**config.mk**
```make
export PLATFORM = sky130hd
export DESIGN_NAME = pipe_ctrl_flat
export DESIGN_NICKNAME = d
export VERILOG_FILES = /design/src/rtl/pipe_ctrl_if.sv /design/src/rtl/pipe_ctrl.sv /design/src/flat_wrapper.sv
export SDC_FILE = /design/constraint.sdc
export NUM_CORES = 1
export LEC_CHECK = 0
export BUFFER_PORTS_ARGS = -buffer_cell sky130_fd_sc_hd__buf_2
export CAP_MARGIN = 15
export CELL_PAD_IN_SITES_DETAIL_PLACEMENT = 2
export CELL_PAD_IN_SITES_GLOBAL_PLACEMENT = 2
export CORE_AREA = 4 4 41 43
export DETAILED_ROUTE_END_ITERATION = 8
export DIE_AREA = 0 0 45 47
export PLACE_DENSITY = 0.7
export SLEW_MARGIN = 25
export SYNTH_ARGS = -nofsm -noshare
export SYNTH_HDL_FRONTEND = slang
export SYNTH_SLANG_ARGS = --single-unit
```
**constraint.sdc**
```tcl
create_clock -name clk -period 2.7 [get_ports clk]
set_input_delay 0.675 -clock clk [delete_from_list [all_inputs] [get_ports clk]]
set_output_delay 0.675 -clock clk [all_outputs]
set_load 0.05 [all_outputs]
```
**src/rtl/pipe_ctrl_if.sv**
```systemverilog
// Pipeline-control bundle between pipe_ctrl (master) and the core datapath/CSR file (slave).
// dmem_req/dmem_ack: req is held high from the first request cycle until the cycle ack is seen
// (or a timeout fires); the access completes in the cycle where req & ack are both high.
interface pipe_ctrl_if;
  logic       rd_en_mw;
  logic       wr_en_mw;
  logic       is_mret_mw;
  logic       br_taken;
  logic       intr_pending;
  logic       dmem_ack;
  logic       dmem_req;
  logic       en_pc;
  logic       en_fe;
  logic       en_mw;
  logic       flush_fe;
  logic [1:0] pc_sel;
  logic       trap_take;
  logic       mret_take;
  logic       bus_err;

  modport master (
    input  rd_en_mw, wr_en_mw, is_mret_mw, br_taken, intr_pending, dmem_ack,
    output dmem_req, en_pc, en_fe, en_mw, flush_fe, pc_sel, trap_take, mret_take, bus_err
  );

  modport slave (
    output rd_en_mw, wr_en_mw, is_mret_mw, br_taken, intr_pending, dmem_ack,
    input  dmem_req, en_pc, en_fe, en_mw, flush_fe, pc_sel, trap_take, mret_take, bus_err
  );
endinterface

```
**src/rtl/pipe_ctrl.sv**
```systemverilog
// Pipeline sequencing controller: stage enables, flushes, next-PC select and data-memory handshake.
// Optional data-access timeout enabled by defining PIPE_CTRL_TIMEOUT_EN.
module pipe_ctrl #(
  parameter int TIMEOUT = 16
) (
  input  logic         clk,
  input  logic         rst,
  pipe_ctrl_if.master  bus,
  output logic         o_dbg_state
);

  typedef enum logic {
    S_RUN      = 1'b0,
    S_MEM_WAIT = 1'b1
  } state_t;

  state_t     r_state;
  state_t     w_state_nxt;
  logic       w_mem_op;
  logic       w_req;
  logic       w_stall;
  logic       w_timeout;
  logic       w_adv_err;
  logic       w_en;
  logic       w_flush;
  logic       w_trap;
  logic       w_mret;
  logic [1:0] w_pc_sel;

  if (TIMEOUT < 2) begin : g_bad_timeout
    $error("pipe_ctrl: TIMEOUT must be at least 2");
  end

`ifdef PIPE_CTRL_TIMEOUT_EN
  localparam int CNT_W = $clog2(TIMEOUT + 1);
  localparam logic [CNT_W-1:0] CNT_LAST = CNT_W'(TIMEOUT - 1);

  logic [CNT_W-1:0] r_cnt;
  logic [CNT_W-1:0] w_cnt_nxt;

  assign w_timeout = (r_state == S_MEM_WAIT) && (r_cnt == CNT_LAST);

  // Reaching CNT_LAST forces the exit, so the increment never passes it.
  always_comb begin
    w_cnt_nxt = '0;
    if ((r_state == S_MEM_WAIT) && !bus.dmem_ack && !w_timeout) begin
      w_cnt_nxt = r_cnt + 1'b1;
    end
  end

  always_ff @(posedge clk or posedge rst) begin
    if (rst) begin
      r_cnt <= '0;
    end else begin
      r_cnt <= w_cnt_nxt;
    end
  end
`else
  assign w_timeout = 1'b0;
`endif

  always_ff @(posedge clk or posedge rst) begin
    if (rst) begin
      r_state <= S_RUN;
    end else begin
      r_state <= w_state_nxt;
    end
  end

  always_comb begin
    w_mem_op    = bus.rd_en_mw | bus.wr_en_mw;
    w_req       = ((r_state == S_RUN) && w_mem_op) || (r_state == S_MEM_WAIT);
    w_stall     = w_req && !bus.dmem_ack && !w_timeout;
    w_adv_err   = w_timeout && !bus.dmem_ack;
    w_state_nxt = r_state;
    w_en        = 1'b0;
    w_flush     = 1'b0;
    w_trap      = 1'b0;
    w_mret      = 1'b0;
    w_pc_sel    = 2'd0;

    case (r_state)
      S_RUN:      if (w_mem_op && !bus.dmem_ack) w_state_nxt = S_MEM_WAIT;
      S_MEM_WAIT: if (bus.dmem_ack || w_timeout) w_state_nxt = S_RUN;
      default:    w_state_nxt = S_RUN;
    endcase

    // An mret that shares its cycle with a memory op commits only once the access advances.
    if (!w_stall) begin
      w_en = 1'b1;
      if (bus.intr_pending && !bus.is_mret_mw) begin
        w_trap   = 1'b1;
        w_pc_sel = 2'd2;
        w_flush  = 1'b1;
      end else if (bus.is_mret_mw) begin
        w_mret   = 1'b1;
        w_pc_sel = 2'd3;
        w_flush  = 1'b1;
      end else if (bus.br_taken) begin
        w_pc_sel = 2'd1;
        w_flush  = 1'b1;
      end
      if (w_adv_err) begin
        w_flush = 1'b1;
      end
    end
  end

  // Outputs are held low for the whole reset window, whatever the inputs do.
  assign bus.dmem_req  = w_req     & ~rst;
  assign bus.en_pc     = w_en      & ~rst;
  assign bus.en_fe     = w_en      & ~rst;
  assign bus.en_mw     = w_en      & ~rst;
  assign bus.flush_fe  = w_flush   & ~rst;
  assign bus.pc_sel    = rst ? 2'd0 : w_pc_sel;
  assign bus.trap_take = w_trap    & ~rst;
  assign bus.mret_take = w_mret    & ~rst;
  assign bus.bus_err   = w_adv_err & ~rst;
  assign o_dbg_state   = (r_state == S_MEM_WAIT);

endmodule

```
**src/flat_wrapper.sv**
```systemverilog
// flat-port wrapper written by rule: the top's interface ports become plain ports
module pipe_ctrl_flat 
#(
  parameter int TIMEOUT = 16
)
  (clk, rst, o_dbg_state, bus_rd_en_mw, bus_wr_en_mw, bus_is_mret_mw, bus_br_taken, bus_intr_pending, bus_dmem_ack, bus_dmem_req, bus_en_pc, bus_en_fe, bus_en_mw, bus_flush_fe, bus_pc_sel, bus_trap_take, bus_mret_take, bus_bus_err);
  pipe_ctrl_if bus_i ();
  input  logic clk;
  input  logic rst;
  output logic o_dbg_state;
  input wire logic [$bits(bus_i.rd_en_mw)-1:0] bus_rd_en_mw;
  input wire logic [$bits(bus_i.wr_en_mw)-1:0] bus_wr_en_mw;
  input wire logic [$bits(bus_i.is_mret_mw)-1:0] bus_is_mret_mw;
  input wire logic [$bits(bus_i.br_taken)-1:0] bus_br_taken;
  input wire logic [$bits(bus_i.intr_pending)-1:0] bus_intr_pending;
  input wire logic [$bits(bus_i.dmem_ack)-1:0] bus_dmem_ack;
  output wire logic [$bits(bus_i.dmem_req)-1:0] bus_dmem_req;
  output wire logic [$bits(bus_i.en_pc)-1:0] bus_en_pc;
  output wire logic [$bits(bus_i.en_fe)-1:0] bus_en_fe;
  output wire logic [$bits(bus_i.en_mw)-1:0] bus_en_mw;
  output wire logic [$bits(bus_i.flush_fe)-1:0] bus_flush_fe;
  output wire logic [$bits(bus_i.pc_sel)-1:0] bus_pc_sel;
  output wire logic [$bits(bus_i.trap_take)-1:0] bus_trap_take;
  output wire logic [$bits(bus_i.mret_take)-1:0] bus_mret_take;
  output wire logic [$bits(bus_i.bus_err)-1:0] bus_bus_err;
  assign bus_i.rd_en_mw = bus_rd_en_mw;
  assign bus_i.wr_en_mw = bus_wr_en_mw;
  assign bus_i.is_mret_mw = bus_is_mret_mw;
  assign bus_i.br_taken = bus_br_taken;
  assign bus_i.intr_pending = bus_intr_pending;
  assign bus_i.dmem_ack = bus_dmem_ack;
  assign bus_dmem_req = bus_i.dmem_req;
  assign bus_en_pc = bus_i.en_pc;
  assign bus_en_fe = bus_i.en_fe;
  assign bus_en_mw = bus_i.en_mw;
  assign bus_flush_fe = bus_i.flush_fe;
  assign bus_pc_sel = bus_i.pc_sel;
  assign bus_trap_take = bus_i.trap_take;
  assign bus_mret_take = bus_i.mret_take;
  assign bus_bus_err = bus_i.bus_err;
  pipe_ctrl #(.TIMEOUT(TIMEOUT)) u_core (.clk(clk), .rst(rst), .bus(bus_i), .o_dbg_state(o_dbg_state));
endmodule
```
## After elaboration in Yosys (flattened, before gate mapping)

Index checks and enable logic that the tools add are counted.

- Muxes and demuxes: 18
- Bitwise logic cells: 8
- Reduce and logical (&&, ||, !) cells: 7

Operators with widths:

| operator | number |
|---|---|
| 1-bit two-way mux | 13 |
| 2-bit two-way mux | 4 |
| 1-bit AND | 5 |
| 1-bit logical AND | 4 |
| 1-bit logical NOT | 2 |
| 1-bit inverter | 2 |
| 1-bit one-hot mux with 2 select lines | 1 |
| 1-bit logical OR | 1 |
| 1-bit bitwise OR | 1 |

- Bits of input ports: 8
- Word-level logic and storage cells: 34
- Output and inout port bits: 11
- Flip-flop bits (word level): 1

## Depth between registers and ports, before layout

- Depth after elaboration: 6
- Depth in mapped cells: 3
- Gate-level depth less buffers: 2

## Worst setup path before layout

Ideal clock, no wire load.

- Kind: input to output
- Start: input bus_wr_en_mw
- End: output bus_flush_fe
- Path buffers: 0
- Arrival: 2279 ps
- Data required time: 2025 ps
- Stages on the path: 2
- Slack: -254 ps
- Cells stage by stage: or3_4 > a211oi_1

- Cells in the longest elaborated chain, start to end: 6

RTL lines:

| item | line | RTL |
|---|---|---|
| start, declared | flat_wrapper.sv:12 | `input wire logic [$bits(bus_i.wr_en_mw)-1:0] bus_wr_en_mw;` |
| 1-bit bitwise OR | pipe_ctrl.sv:71 | `w_mem_op = bus.rd_en_mw \| bus.wr_en_mw;` |
| 1-bit logical AND | pipe_ctrl.sv:72 | `w_req = ((r_state == S_RUN) && w_mem_op) \|\| (r_state == S_MEM_WAIT);` |
| 1-bit logical OR | pipe_ctrl.sv:72 |  |
| 1-bit logical AND | pipe_ctrl.sv:73 | `w_stall = w_req && !bus.dmem_ack && !w_timeout;` |
| 1-bit two-way mux | pipe_ctrl.sv:89 | `if (!w_stall) begin` |
| 1-bit AND | pipe_ctrl.sv:114 | `assign bus.flush_fe = w_flush & ~rst;` |
| end, declared | flat_wrapper.sv:21 | `output wire logic [$bits(bus_i.flush_fe)-1:0] bus_flush_fe;` |

No other way between the ends.

## Worst setup path after layout

- Start: input bus_wr_en_mw
- End: output bus_trap_take

- Cells in the longest elaborated chain, start to end: 6

RTL lines:

| item | line | RTL |
|---|---|---|
| 1-bit bitwise OR | pipe_ctrl.sv:71 |  |
| 1-bit logical AND | pipe_ctrl.sv:72 |  |
| 1-bit logical OR | pipe_ctrl.sv:72 |  |
| 1-bit logical AND | pipe_ctrl.sv:73 |  |
| 1-bit two-way mux | pipe_ctrl.sv:89 |  |
| 1-bit AND | pipe_ctrl.sv:116 | `assign bus.trap_take = w_trap & ~rst;` |
| end, declared | flat_wrapper.sv:23 | `output wire logic [$bits(bus_i.trap_take)-1:0] bus_trap_take;` |

No other way between the ends.

==> impl_metrics.json <==
{
  "stdcell_count": 51,
  "power_per_cell_area_nw_per_um2": 334,
  "post_synth.cell_area_avg_um2": 7.51,
  "dp_hpwl_um": 488,
  "hp-class": "in2async",
  "final_cell_mix": "buf_2 (17), inv_1 (3), nor2_1 (3)",
  "fin_crit_sh_pct": 92.9,
  "finalSetupTns_ps": 0,
  "drv_slew": 0,
  "grt_max_degree": 7,
  "largest_reg_flops": 1,
  "syn-instance-count": 21,
  "yosys_warnings": 0,
  "fmax_ghz": 0.399,
  "grt_pass1_vias": 205,
  "cts_hold_buf": 0,
  "via_count": 211,
  "finalHoldViolCount": 0,
  "n_fill_cell": 165,
  "yosysSeqAreaShare_pct": 15.9,
  "setup_viol": 0,
  "via_per_inst": 4.14,
  "core_um2": 1300,
  "clk_pin_slew_ps": 0,
  "synth_nets": 29,
  "drcViolationCount": 0,
  "track_usage_pct": 5.59,
  "start_kind": "primary input",
  "postCtsSetupRepairBufs": 0,
  "final_core_util_pct": 18.9,
  "finalPower_uw": 82.4,
  "ys_seq_elements": 1,
  "fin_hold_ws_ps": 596,
  "grt_pass1_wl_um": 897,
  "antenna_found_initial": 0,
  "drive_above_1_share_pct": 58.3,
  "initial_utilization_pct": 12.1,
  "drt.antenna.violating_nets": 0,
  "clkLatencyLatePin_ps": 0,
  "die_y_um": 47,
  "fin_worst_skew_ps": 0,
  "grt_setup_unrepaired": "false",
  "fp.dieArea_um2": 2120,
  "cap_violations": 0,
  "routedWlPerCell_um": 10.4,
  "r2r_end": "u_core.o_dbg_state$_DFF_PP0_",
  "syn_to_final_growth_pct": 56.3,
  "leakage_nw": 0.145,
  "crit_required_ps": 2030,
  "critPathTopFamily": "buffers and inverters",
  "ys_types": 13,
  "ir_drop_mv": 0.0627,
  "nNetsFinal": 46,
  "cp_cell_sequence": "buf_2 > or3_4 > a2111oi_2 > buf_2",
  "fp-row-count": 13,
  "overflow": 0,
  "gp_congestion": 0.616,
  "status": "finished, final reports clean",
  "r2r_cells": 3,
  "syn_area_um2": 158,
  "critPathMostFrequentCell": "buf_2",
  "final_common_cell": "buf_2",
  "first_iter_violations": 1,
  "path_buf_inv": 2,
  "finalCriticalPeriod_ps": 2510,
  "n_antenna_cell": 0,
  "portBuffers": 17,
  "cts_resized": 0,
  "timing.rr.start": "u_core.o_dbg_state$_DFF_PP0_",
  "critPathSlowestCell": "or3_4",
  "end_kind": "output pin",
  "worstPathArrival_ps": 1830,
  "wirelength_um": 531,
  "r2r_slack_ps": 1830,
  "first_pass_iters": 2,
  "worst-path-max-fanout": 4,
  "place_inst": 51,
  "io-pin-count": 19,
  "fp.dieW_um": 45,
  "slowest_delay_ps": 380,
  "path_depth": 4,
  "crit_type": "in2out"
}
[worst max path at each step]
| stage | from | endpoint |
|---|---|---|
| 3_5_place_dp | bus_wr_en_mw | bus_trap_take |
| 4_1_cts | bus_wr_en_mw | bus_trap_take |
| 2_1_floorplan | bus_wr_en_mw | bus_flush_fe |
| 3_3_place_gp | bus_wr_en_mw | bus_trap_take |
| 6_report | bus_wr_en_mw | bus_trap_take |
| 5_1_grt | bus_wr_en_mw | bus_trap_take |
[cells by family (layout without fill, tap and decap cells)]
group,after synthesis,in the layout,share of synthesized area (%)
other,1,1,2.38
and+or+nand+nor,7,7,24.6
buffers and inverters,6,21,21.4
DFF,1,1,15.9
AOI/OAI and AO/OA,6,6,35.7
[power breakdown]
group | total (mW) | switching (mW) | leakage [nW] | internal (mW)
Combinational | 0.0654 | 0.0495 | 0.133 | 0.0159
Sequential | 0.0170 | 0.000688 | 0.0120 | 0.0163
Clock | 0 | 0 | 0 | 0
Total | 0.0824 | 0.0502 | 0.145 | 0.0322
[worst register-to-register path, cell delays in order, from the launching register on]
cell	delay, ps
dfrtp_1	370
nor3_1	190
buf_4	160
nor2_1	40
[layout make-up]
type	instances	area, µm²	area share [%]
repair buffers	18	92.6	37.6
inverters	3	11.3	4.57
multi-input cells	14	98.8	40.1
flip-flops and latches	1	25.0	10.2
well taps	15	18.8	7.61
[synthesized netlist by cell type]
cell type	n	area, µm²
a2111oi_2	1	15.0
a211oi_1	2	15.0
a21oi_1	1	5.00
buf_4	3	22.5
conb_1	1	3.75
dfrtp_1	1	25.0
inv_1	3	11.3
nor2_1	3	11.3
nor2b_1	1	6.26
nor3_1	2	10.0
o211a_1	1	10.0
o221a_2	1	11.3
or3_4	1	11.3
[through the flow]
stage | instance area [µm²] | worst slack, ps
floorplan | 158 | -254
global placement | 246 | 192
detailed placement | 246 | 180
CTS | 246 | 179
global route | 246 | 89.8
finish | 246 | 192
[per-layer routing]
metal	GRT usage, %	routed length, µm	up-vias
li1	-	-	101
met4	0	0	0
met1	9.26	257	94
met2	7.91	184	16
met5	0	0	-
met3	0.766	89	0
(Power assumes the default switching activity.)
